$ cat config.mk
export PLATFORM = sky130hd
export DESIGN_NAME = id_pipe
export DESIGN_NICKNAME = d
export VERILOG_FILES = /design/src/rtl/id_pipe.sv
export SDC_FILE = /design/constraint.sdc
export NUM_CORES = 1
export LEC_CHECK = 0
export BUFFER_PORTS_ARGS = -buffer_cell sky130_fd_sc_hd__buf_2
export CAP_MARGIN = 20
export CORE_UTILIZATION = 25
export CTS_BUF_LIST = sky130_fd_sc_hd__clkbuf_4
export DETAILED_ROUTE_END_ITERATION = 8
export SLEW_MARGIN = 5
export SYNTH_ARGS = -nofsm -noshare
export SYNTH_HDL_FRONTEND = slang
export SYNTH_SLANG_ARGS = --single-unit
$ cat constraint.sdc
create_clock -name clk -period 2.6 [get_ports clk]
set_input_delay 0.13 -clock clk [delete_from_list [all_inputs] [get_ports clk]]
set_output_delay 0.13 -clock clk [all_outputs]
set_load 0.05 [all_outputs]
$ cat src/rtl/id_pipe.sv
// MIPS decode stage with integrated ID/EX register, RAW hazard resolution and stall counter.
// Define ID_FWD_EN to compile in EX/MEM operand forwarding (only load-use then stalls).
module id_pipe #(
    parameter int unsigned ADDR_W = 32,
    parameter int unsigned DATA_W = 32,
    parameter int unsigned CNT_W  = 16
) (
    input  logic              clk,
    input  logic              rst,
    input  logic              valid_i,
    input  logic [ADDR_W-1:0] pc_i,
    input  logic [31:0]       inst_i,
    input  logic [DATA_W-1:0] reg1_data_i,
    input  logic [DATA_W-1:0] reg2_data_i,
    input  logic              ex_wreg_i,
    input  logic [4:0]        ex_wd_i,
    input  logic [DATA_W-1:0] ex_wdata_i,
    input  logic              ex_is_load_i,
    input  logic              mem_wreg_i,
    input  logic [4:0]        mem_wd_i,
    input  logic [DATA_W-1:0] mem_wdata_i,
    input  logic              stall_i,
    input  logic              flush_i,
    output logic              reg1_read_o,
    output logic              reg2_read_o,
    output logic [4:0]        reg1_addr_o,
    output logic [4:0]        reg2_addr_o,
    output logic              stallreq_o,
    output logic              valid_o,
    output logic [ADDR_W-1:0] pc_o,
    output logic [7:0]        aluop_o,
    output logic [2:0]        alusel_o,
    output logic [DATA_W-1:0] reg1_o,
    output logic [DATA_W-1:0] reg2_o,
    output logic [4:0]        wd_o,
    output logic              wreg_o,
    output logic              is_load_o,
    output logic              inst_invalid_o,
    output logic [CNT_W-1:0]  hazard_cnt_o
);

    localparam logic [5:0] OP_SPECIAL = 6'h00;
    localparam logic [5:0] OP_ADDIU   = 6'h09;
    localparam logic [5:0] OP_ANDI    = 6'h0C;
    localparam logic [5:0] OP_ORI     = 6'h0D;
    localparam logic [5:0] OP_XORI    = 6'h0E;
    localparam logic [5:0] OP_LUI     = 6'h0F;
    localparam logic [5:0] OP_LW      = 6'h23;

    localparam logic [5:0] FN_SLL  = 6'h00;
    localparam logic [5:0] FN_SRL  = 6'h02;
    localparam logic [5:0] FN_SRA  = 6'h03;
    localparam logic [5:0] FN_ADDU = 6'h21;
    localparam logic [5:0] FN_SUBU = 6'h23;
    localparam logic [5:0] FN_AND  = 6'h24;
    localparam logic [5:0] FN_OR   = 6'h25;
    localparam logic [5:0] FN_XOR  = 6'h26;
    localparam logic [5:0] FN_NOR  = 6'h27;
    localparam logic [5:0] FN_SLT  = 6'h2A;

    localparam logic [7:0] ALU_AND  = 8'h24;
    localparam logic [7:0] ALU_OR   = 8'h25;
    localparam logic [7:0] ALU_XOR  = 8'h26;
    localparam logic [7:0] ALU_NOR  = 8'h27;
    localparam logic [7:0] ALU_SLL  = 8'h7C;
    localparam logic [7:0] ALU_SRL  = 8'h02;
    localparam logic [7:0] ALU_SRA  = 8'h03;
    localparam logic [7:0] ALU_ADDU = 8'h21;
    localparam logic [7:0] ALU_SUBU = 8'h23;
    localparam logic [7:0] ALU_SLT  = 8'h2A;
    localparam logic [7:0] ALU_LW   = 8'hE3;

    localparam logic [2:0] SEL_LOGIC = 3'b001;
    localparam logic [2:0] SEL_SHIFT = 3'b010;
    localparam logic [2:0] SEL_ARITH = 3'b100;
    localparam logic [2:0] SEL_LOAD  = 3'b111;

    typedef struct packed {
        logic              valid;
        logic [ADDR_W-1:0] pc;
        logic [7:0]        aluop;
        logic [2:0]        alusel;
        logic [DATA_W-1:0] reg1;
        logic [DATA_W-1:0] reg2;
        logic [4:0]        wd;
        logic              wreg;
        logic              is_load;
        logic              invalid;
    } bundle_t;

    logic [5:0] opcode;
    logic [4:0] rs;
    logic [4:0] rt;
    logic [4:0] rd;
    logic [4:0] shamt;
    logic [5:0] funct;

    assign opcode = inst_i[31:26];
    assign rs     = inst_i[25:21];
    assign rt     = inst_i[20:16];
    assign rd     = inst_i[15:11];
    assign shamt  = inst_i[10:6];
    assign funct  = inst_i[5:0];

    logic [DATA_W-1:0] imm_zext;
    logic [DATA_W-1:0] imm_sext;
    logic [DATA_W-1:0] imm_upper;
    logic [DATA_W-1:0] imm_shamt;

    assign imm_zext  = DATA_W'(inst_i[15:0]);
    assign imm_sext  = DATA_W'($signed(inst_i[15:0]));
    assign imm_upper = DATA_W'({inst_i[15:0], 16'h0000});
    assign imm_shamt = DATA_W'(shamt);

    logic [7:0]        dec_aluop;
    logic [2:0]        dec_alusel;
    logic [4:0]        dec_wd;
    logic              dec_wreg;
    logic              dec_is_load;
    logic              dec_invalid;
    logic              rd1_en;
    logic              rd2_en;
    logic [DATA_W-1:0] imm1;
    logic [DATA_W-1:0] imm2;
    logic              rtype_ok;

    always_comb begin
        dec_aluop   = '0;
        dec_alusel  = '0;
        dec_wd      = '0;
        dec_wreg    = 1'b0;
        dec_is_load = 1'b0;
        dec_invalid = 1'b1;
        rd1_en      = 1'b0;
        rd2_en      = 1'b0;
        imm1        = '0;
        imm2        = '0;
        rtype_ok    = 1'b0;

        case (opcode)
            OP_SPECIAL: begin
                rtype_ok = 1'b1;
                rd1_en   = 1'b1;
                case (funct)
                    FN_AND:  begin dec_aluop = ALU_AND;  dec_alusel = SEL_LOGIC; end
                    FN_OR:   begin dec_aluop = ALU_OR;   dec_alusel = SEL_LOGIC; end
                    FN_XOR:  begin dec_aluop = ALU_XOR;  dec_alusel = SEL_LOGIC; end
                    FN_NOR:  begin dec_aluop = ALU_NOR;  dec_alusel = SEL_LOGIC; end
                    FN_ADDU: begin dec_aluop = ALU_ADDU; dec_alusel = SEL_ARITH; end
                    FN_SUBU: begin dec_aluop = ALU_SUBU; dec_alusel = SEL_ARITH; end
                    FN_SLT:  begin dec_aluop = ALU_SLT;  dec_alusel = SEL_ARITH; end
                    FN_SLL, FN_SRL, FN_SRA: begin
                        // Shift amount rides in the reg1 slot; rs is never read.
                        dec_alusel = SEL_SHIFT;
                        rd1_en     = 1'b0;
                        imm1       = imm_shamt;
                        dec_aluop  = (funct == FN_SLL) ? ALU_SLL :
                                     (funct == FN_SRL) ? ALU_SRL : ALU_SRA;
                    end
                    default: begin
                        rtype_ok = 1'b0;
                        rd1_en   = 1'b0;
                    end
                endcase
                if (rtype_ok) begin
                    rd2_en      = 1'b1;
                    dec_wd      = rd;
                    dec_wreg    = 1'b1;
                    dec_invalid = 1'b0;
                end
            end
            OP_ANDI, OP_ORI, OP_XORI: begin
                dec_alusel  = SEL_LOGIC;
                dec_aluop   = (opcode == OP_ANDI) ? ALU_AND :
                              (opcode == OP_ORI)  ? ALU_OR  : ALU_XOR;
                rd1_en      = 1'b1;
                imm2        = imm_zext;
                dec_wd      = rt;
                dec_wreg    = 1'b1;
                dec_invalid = 1'b0;
            end
            OP_LUI: begin
                dec_alusel  = SEL_LOGIC;
                dec_aluop   = ALU_OR;
                imm2        = imm_upper;
                dec_wd      = rt;
                dec_wreg    = 1'b1;
                dec_invalid = 1'b0;
            end
            OP_ADDIU: begin
                dec_alusel  = SEL_ARITH;
                dec_aluop   = ALU_ADDU;
                rd1_en      = 1'b1;
                imm2        = imm_sext;
                dec_wd      = rt;
                dec_wreg    = 1'b1;
                dec_invalid = 1'b0;
            end
            OP_LW: begin
                dec_alusel  = SEL_LOAD;
                dec_aluop   = ALU_LW;
                rd1_en      = 1'b1;
                imm2        = imm_sext;
                dec_wd      = rt;
                dec_wreg    = 1'b1;
                dec_is_load = 1'b1;
                dec_invalid = 1'b0;
            end
            default: ;
        endcase
    end

    function automatic logic [DATA_W-1:0] select_operand(
        input logic              en,
        input logic [4:0]        addr,
        input logic [DATA_W-1:0] imm,
        input logic [DATA_W-1:0] rf
    );
        if (!en)
            return imm;
        if (addr == 5'd0)
            return '0;
`ifdef ID_FWD_EN
        if (ex_wreg_i && (ex_wd_i == addr))
            return ex_wdata_i;
        if (mem_wreg_i && (mem_wd_i == addr))
            return mem_wdata_i;
`endif
        return rf;
    endfunction

    logic [DATA_W-1:0] op1;
    logic [DATA_W-1:0] op2;

    assign op1 = select_operand(rd1_en, rs, imm1, reg1_data_i);
    assign op2 = select_operand(rd2_en, rt, imm2, reg2_data_i);

    logic src1_live;
    logic src2_live;
    logic ex_dep;
    logic mem_dep;
    logic hazard;

    assign src1_live = rd1_en && (rs != 5'd0);
    assign src2_live = rd2_en && (rt != 5'd0);
    assign ex_dep    = ex_wreg_i && (ex_wd_i != 5'd0) &&
                       ((src1_live && (rs == ex_wd_i)) || (src2_live && (rt == ex_wd_i)));
    assign mem_dep   = mem_wreg_i && (mem_wd_i != 5'd0) &&
                       ((src1_live && (rs == mem_wd_i)) || (src2_live && (rt == mem_wd_i)));

`ifdef ID_FWD_EN
    assign hazard = valid_i && ex_is_load_i && ex_dep;
`else
    assign hazard = valid_i && (ex_dep || mem_dep);

    logic unused_fwd;
    assign unused_fwd = ^{ex_is_load_i, ex_wdata_i, mem_wdata_i};
`endif

    assign reg1_read_o = rst && rd1_en;
    assign reg2_read_o = rst && rd2_en;
    assign reg1_addr_o = rst ? rs : 5'd0;
    assign reg2_addr_o = rst ? rt : 5'd0;
    assign stallreq_o  = rst && hazard && !flush_i;

    bundle_t bundle;
    bundle_t decoded;

    always_comb begin
        decoded         = '0;
        decoded.valid   = 1'b1;
        decoded.pc      = pc_i;
        decoded.aluop   = dec_aluop;
        decoded.alusel  = dec_alusel;
        decoded.reg1    = op1;
        decoded.reg2    = op2;
        decoded.wd      = dec_wd;
        decoded.wreg    = dec_wreg;
        decoded.is_load = dec_is_load;
        decoded.invalid = dec_invalid;
    end

    always_ff @(posedge clk) begin
        if (!rst)
            bundle <= '0;
        else if (flush_i)
            bundle <= '0;
        else if (stall_i)
            bundle <= bundle;
        else if (hazard)
            bundle <= '0;
        else if (valid_i)
            bundle <= decoded;
        else
            bundle <= '0;
    end

    always_ff @(posedge clk) begin
        if (!rst)
            hazard_cnt_o <= '0;
        else if (stallreq_o && (hazard_cnt_o != '1))
            hazard_cnt_o <= hazard_cnt_o + CNT_W'(1);
    end

    assign valid_o        = bundle.valid;
    assign pc_o           = bundle.pc;
    assign aluop_o        = bundle.aluop;
    assign alusel_o       = bundle.alusel;
    assign reg1_o         = bundle.reg1;
    assign reg2_o         = bundle.reg2;
    assign wd_o           = bundle.wd;
    assign wreg_o         = bundle.wreg;
    assign is_load_o      = bundle.is_load;
    assign inst_invalid_o = bundle.invalid;

endmodule

==> results.ini, run 1 <==
[final_layout]
fin_nets=1231
final_common_cell=buf_2
postLayoutCellArea_sq_mm=0.00903
utilization=0.423
final_cell_mix=buf_2 (289), dlygate4sd3_1 (137), dfxtp_1 (131), nand2_1 (81), a22o_1 (62)
post_route_cells_drive_above_1_share=0.343
syn_to_final_growth_pct=63.6

[floorplanning]
initial_core_util=0.258
fp.dieW_um=151
die_area_sq_mm=0.0227
io_pins=355
fp-row-count=53
coreArea_sq_mm=0.0214
dieHeight_um=151

[yosys]
yosysWarnings=0
synth_cell_type_count=50
yosys_most_used_dff=dfxtp_1
netlist_instances=598
ys_ff_latch=131
synth.net_count=809
synth.avg_cell_area_sq_um=9.23
synth-seq-area-share=0.475
synthesis.area_sq_mm=0.00552
synth_edf_count=0
synth-async-reset-ratio=0

[worst_setup_path]
crit_required_ps=3000
crit_family=buffers and inverters
worst-setup-path-type=in -> reg
cp_cell_sequence=dlygate4sd3_1, buf_2, or4_1, o21bai_2, a311oi_4, buf_4, a221oi_1, dlygate4sd3_1, o21ai_0
crit_fanout=32
critical_path.endpoint_type=flop
critical_path_buf_inv_count=4
crit_path_top_delay_cell=dlygate4sd3_1
crit_top_cell=dlygate4sd3_1
r2r_slack_ps=260
max_stage_delay_ps=600
cp-start-kind=input pin
critPathArrivalTime_ps=2960

[place]
portBuffers=289
post_dp_cell_area_sq_mm=0.00732
dp_hpwl_um=14000
gp_congestion=0.811

[global_routing]
grt_pass1_wl_um=31500
antenna_found_initial=2
gr-usage-all-layers=0.180
grt_max_degree=58
grt_overflow=0
first_global_vias=6148

[power_and_ir_drop]
power-per-cell-area_mw_per_mm2=458
clock_power_share=0.370
switching_share=0.279
p_leak_nw=4.01
internal-power_w=0.00298
power_frac_comb=0.140
pwr-share-seq=0.490
p_sw_w=0.00116
ir_worst_vdd_v=0.000251

[clock_network]
cts_buffers=17
clockBufferDepth=2
cts_max_level=4
clock_latency_ps=530
cts-root-buf=clkbuf_4
cts_tree=done
cts_num_sinks=131
cts.clk_slew.worst_paths_ps=120

[route]
post-route-drc-count=0
vias_per_cell=4.81
routedWlPerCell_um=16.0
vias=6298
postRouteAntennaNets=0
drtIter0Drc=218
wirelength_um=21000
first_pass_iters=7

[timing]
slew_headroom=0.591
hold_viol=0
tns_ps=0
fin_crit_sh=0.984
fmax_mhz=391
drv_slew=0
tightestPinTransition_ps=613
skew_ps=19.4
fin_crit_ps=2560
setup_viol=0
rsz0062_at_grt=no

[outcome]
run_status=finished, final reports clean

[hold_path]
min_path_type=in -> reg

[job]
drv_cap=0

final timing paths:
path	start	end	cells past startpoint
worst min-delay path	inst_i[0]	reg2_o[0]	3
worst max-delay path	inst_i[16]	reg2_o[25]	9
worst min register to register	aluop_o[0]	aluop_o[0]	2
worst max register to register	hazard_cnt_o[0]	hazard_cnt_o[12]	7
kinds of logic after synthesis:
kind of cell               Yosys count  synth area share
buffers and inverters               51            0.0372
adders and majority gates            1           0.00227
DFF                                131             0.475
AOI/OAI and AO/OA                  195             0.257
xor gates and xnor gates            22            0.0349
muxes                               14            0.0254
and+or+nand+nor                    184             0.168
per-stage QoR:
| step | total power [W] | std cells | hold WS (ps) | worst slack, ps |
|---|---|---|---|---|
| after floorplan | 0.00230 | 598 | 256 | 259 |
| after global placement | 0.00251 | 1136 | 340 | 223 |
| after detailed placement | 0.00251 | 1136 | 346 | 165 |
| after CTS | 0.00420 | 1305 | 0.443 | 19.2 |
| after global routing | 0.00434 | 1309 | 11.3 | 21.3 |
| final | 0.00414 | 1310 | 62.8 | 42.5 |
synth_stat cells (3+ instances only):
cell      count  share of area
dfxtp_1     131           0.48
nand2_1      81          0.055
a22o_1       62          0.098
o21ai_0      61          0.055
clkbuf_1     35          0.024
a22oi_1      26          0.035
nor2_1       19          0.013
a221oi_1     16          0.025
and2_1       15          0.017
mux2i_1      14          0.025
nand3_1      13          0.012
xnor2_1      11          0.017
xor2_1       11          0.017
nand2b_1     10          0.011
buf_2         8         0.0073
inv_1         7         0.0048
nand4_1       7         0.0079
a21oi_1       6         0.0054
nor4_1        6         0.0068
nor3_1        5         0.0045
or4_1         5         0.0068
a21o_1        4         0.0054
a21boi_0      3         0.0041
and3_1        3         0.0034
nand3b_1      3         0.0041
nand4b_1      3         0.0048
nor2b_1       3         0.0034
or3_1         3         0.0034
worst min-delay path, cell delays in order:
cell,delay (ps)
buf_2,190
a22oi_1,110
o21ai_0,130
per-layer routing:
| layer | global-route usage | wire length [um] | vias to the layer above |
|---|---|---|---|
| li1 | - | - | 3048 |
| met1 | 0.208 | 8890 | 2982 |
| met2 | 0.309 | 10200 | 237 |
| met3 | 0.0521 | 1370 | 31 |
| met4 | 0.0710 | 465 | 0 |
| met5 | 0 | 0 | - |
area by class of cell:
cell class                      instances  area [sq um]
Tap cell                              275           344
Fill cell                            2121         12300
Sequential cell                       131          2620
Timing Repair Buffer                  447          3010
Clock buffer                           17           128
Inverter                                7          26.3
Clock inverter                         15           179
Multi-Input combinational cell        416          2710
Antenna cell                            2          5.00
state kept, by name, indices dropped and copies added (netlist names):
register and count:
hazard_cnt_o 16, reg1_o 32, pc_o 32, alusel_o 3, valid_o 1, aluop_o 8, inst_invalid_o 1, wreg_o 1
reg2_o 32, wd_o 5
what timing repair did:
action,4_1_cts,5_1_grt
buffers inserted,0,3
hold buffers,137,0
endpoints found under the hold margin,106,0
setup endpoints to repair,0,9
gates resized for setup,0,2
power by group through the flow:
stage	combinational (W)	clock, W	sequential [W]
2_1_floorplan	0.000172	0	0.00212
3_3_place_gp	0.000433	0	0.00207
3_5_place_dp	0.000435	0	0.00207
4_1_cts	0.000575	0.00160	0.00203
5_1_grt	0.000622	0.00168	0.00203
6_report	0.000579	0.00153	0.00203
Note: power is estimated with default switching activity, not from simulation.
==> run 2, diff against run 1 <==
CORE_ASPECT_RATIO = 1.25   (was not set)
==> results.ini, run 2 (same netlist as run 1, synthesis figures left out) <==
[final_layout]
seqCellArea_sq_mm=0.00262  ; unchanged
fillers=2164  ; +2.0%
syn_to_final_growth_pct=63.5  ; about the same
final_cell_mix=buf_2 (289), dlygate4sd3_1 (133), dfxtp_1 (131), nand2_1 (81), a22o_1 (62)
final_common_cell=buf_2
fin_nets=1231  ; unchanged
post_route_cells_drive_above_1_share=0.347  ; +0.00387
final_cells=1313  ; +0.23%
multi_input_area_sq_mm=0.00271  ; about the same

[worst_setup_path]
worst-setup-path-type=in -> out
crit_family=buffers and inverters
critPathArrivalTime_ps=2290  ; -670 ps
cp_cell_sequence=dlygate4sd3_1, buf_2, nor2_2, nand2_1, a311oi_4, o21ai_2, buf_4, a21o_1, inv_1, buf_2
max_stage_delay_ps=530  ; -70 ps
critical_path_buf_inv_count=5  ; +1
critical_path.endpoint_type=primary output
crit_required_ps=2470  ; -530 ps
cp-start-kind=input pin
crit_fanout=5  ; -84%
crit_top_cell=buf_2
crit_path_top_delay_cell=dlygate4sd3_1

[floorplanning]
fp.dieW_um=135  ; -10%
io_pins=355  ; unchanged
dieHeight_um=168  ; +12%
coreArea_sq_mm=0.0216  ; +1.3%
die_area_sq_mm=0.0227  ; about the same
initial_core_util=0.255  ; -0.00320
fp-row-count=60  ; +13%

[global_routing]
first_global_vias=6260  ; +1.8%
gr-usage-all-layers=0.193  ; +0.0137
antenna_found_initial=1  ; -1
grt_max_degree=43  ; -26%
grt_pass1_wl_um=33500  ; +6.4%
grt_overflow=0  ; unchanged

[timing]
fin_crit_ps=2420  ; -134 ps
drv_slew=0  ; unchanged
hold_viol=0  ; unchanged
tightestPinTransition_ps=910  ; +297 ps
tns_ps=0  ; unchanged
skew_ps=21.0  ; +1.62 ps
fin_crit_sh=0.932  ; -0.0515
fmax_mhz=413  ; +5.5%
slew_headroom=0.392  ; -0.199
rsz0062_at_grt=no
setup_viol=0  ; unchanged

[hold_path]
min_path_type=in -> reg

[route]
wirelength_um=22500  ; +7.5%
routedWlPerCell_um=17.2  ; +7.3%
vias=6325  ; +0.43%
post-route-drc-count=0  ; unchanged
first_pass_iters=4  ; -3
drtIter0Drc=307  ; +41%
vias_per_cell=4.82  ; +0.20%
postRouteAntennaNets=0  ; unchanged

[clock_network]
clock_latency_ps=540  ; about the same
post_cts_buffers=0  ; unchanged
cts_max_level=4  ; unchanged
cts_tree=done
cts.clk_slew.worst_paths_ps=120  ; about the same
clockBufferDepth=2  ; unchanged
cts-root-buf=clkbuf_4
cts_num_sinks=131  ; unchanged
cts_buffers=17  ; unchanged

[place]
gp_congestion=0.806  ; -0.63%
portBuffers=289  ; unchanged
dp_cells=1147  ; +0.97%
dp_hpwl_um=15500  ; +11%

[power_and_ir_drop]
power-per-cell-area_mw_per_mm2=455  ; -0.82%
ir_worst_vdd_v=0.000259  ; +3.2%
total_power_w=0.00410  ; -0.83%
p_leak_nw=4.01  ; about the same

[job]
drv_cap=0  ; unchanged

[outcome]
run_status=finished, final reports clean

## run 2: final cells by class
class                      count  area share
multi-input combinational    416       0.300
inverter                       7     0.00291
antenna                        1    0.000277
clock inverter                15      0.0190
clock buffer                  17      0.0141
timing repair buffer         447       0.334
tap                          279      0.0387
sequential                   131       0.291
## run 2: report_power, final
group          total, W  internal (W)  switching [W]
clock network   0.00148      0.000595       0.000883
registers       0.00203       0.00202     0.00000733
logic          0.000596      0.000283       0.000313
## run 2: layer usage
| layer | part of all wire | global-route usage | wire length (um) |
|---|---|---|---|
| met1 | 0.42 | 0.224 | 9550 |
| met2 | 0.49 | 0.331 | 11000 |
| met3 | 0.056 | 0.0458 | 1260 |
| met4 | 0.032 | 0.0948 | 718 |
| met5 | 0 | 0 | 0 |
## run 2: worst min-delay path: stages
cell,delay (ps)
buf_2,170
a221oi_1,90
o21ai_0,150
## run 2: final timing paths
kind / startpoint / cells after the start / to / slack [ps]
hold reg to reg: aluop_o[6] / 1 / aluop_o[6] / 460
setup reg to reg: hazard_cnt_o[0] / 8 / hazard_cnt_o[12] / 280
hold / removal: inst_i[0] / 3 / reg2_o[16] / 60
setup / recovery: inst_i[30] / 10 / stallreq_o / 180
## run 2: what timing repair did
item / CTS / global route
resized for setup: 0 / 1
setup endpoints to repair: 0 / 2
hold buffers: 133 / 0
endpoints found under the hold margin: 105 / 0
## run 2: stage by stage
| step | setup WS, ps | util | instance area [sq um] | hold WS, ps |
|---|---|---|---|---|
| after floorplan | 259 | - | 5520 | 256 |
| after global placement | 98.0 | 0.342 | 7390 | 342 |
| after detailed placement | 57.2 | 0.342 | 7390 | 342 |
| after CTS | 43.4 | 0.417 | 9020 | 1.39 |
| after global routing | 39.7 | 0.417 | 9030 | 32.3 |
| final | 176 | 0.417 | 9030 | 62.9 |
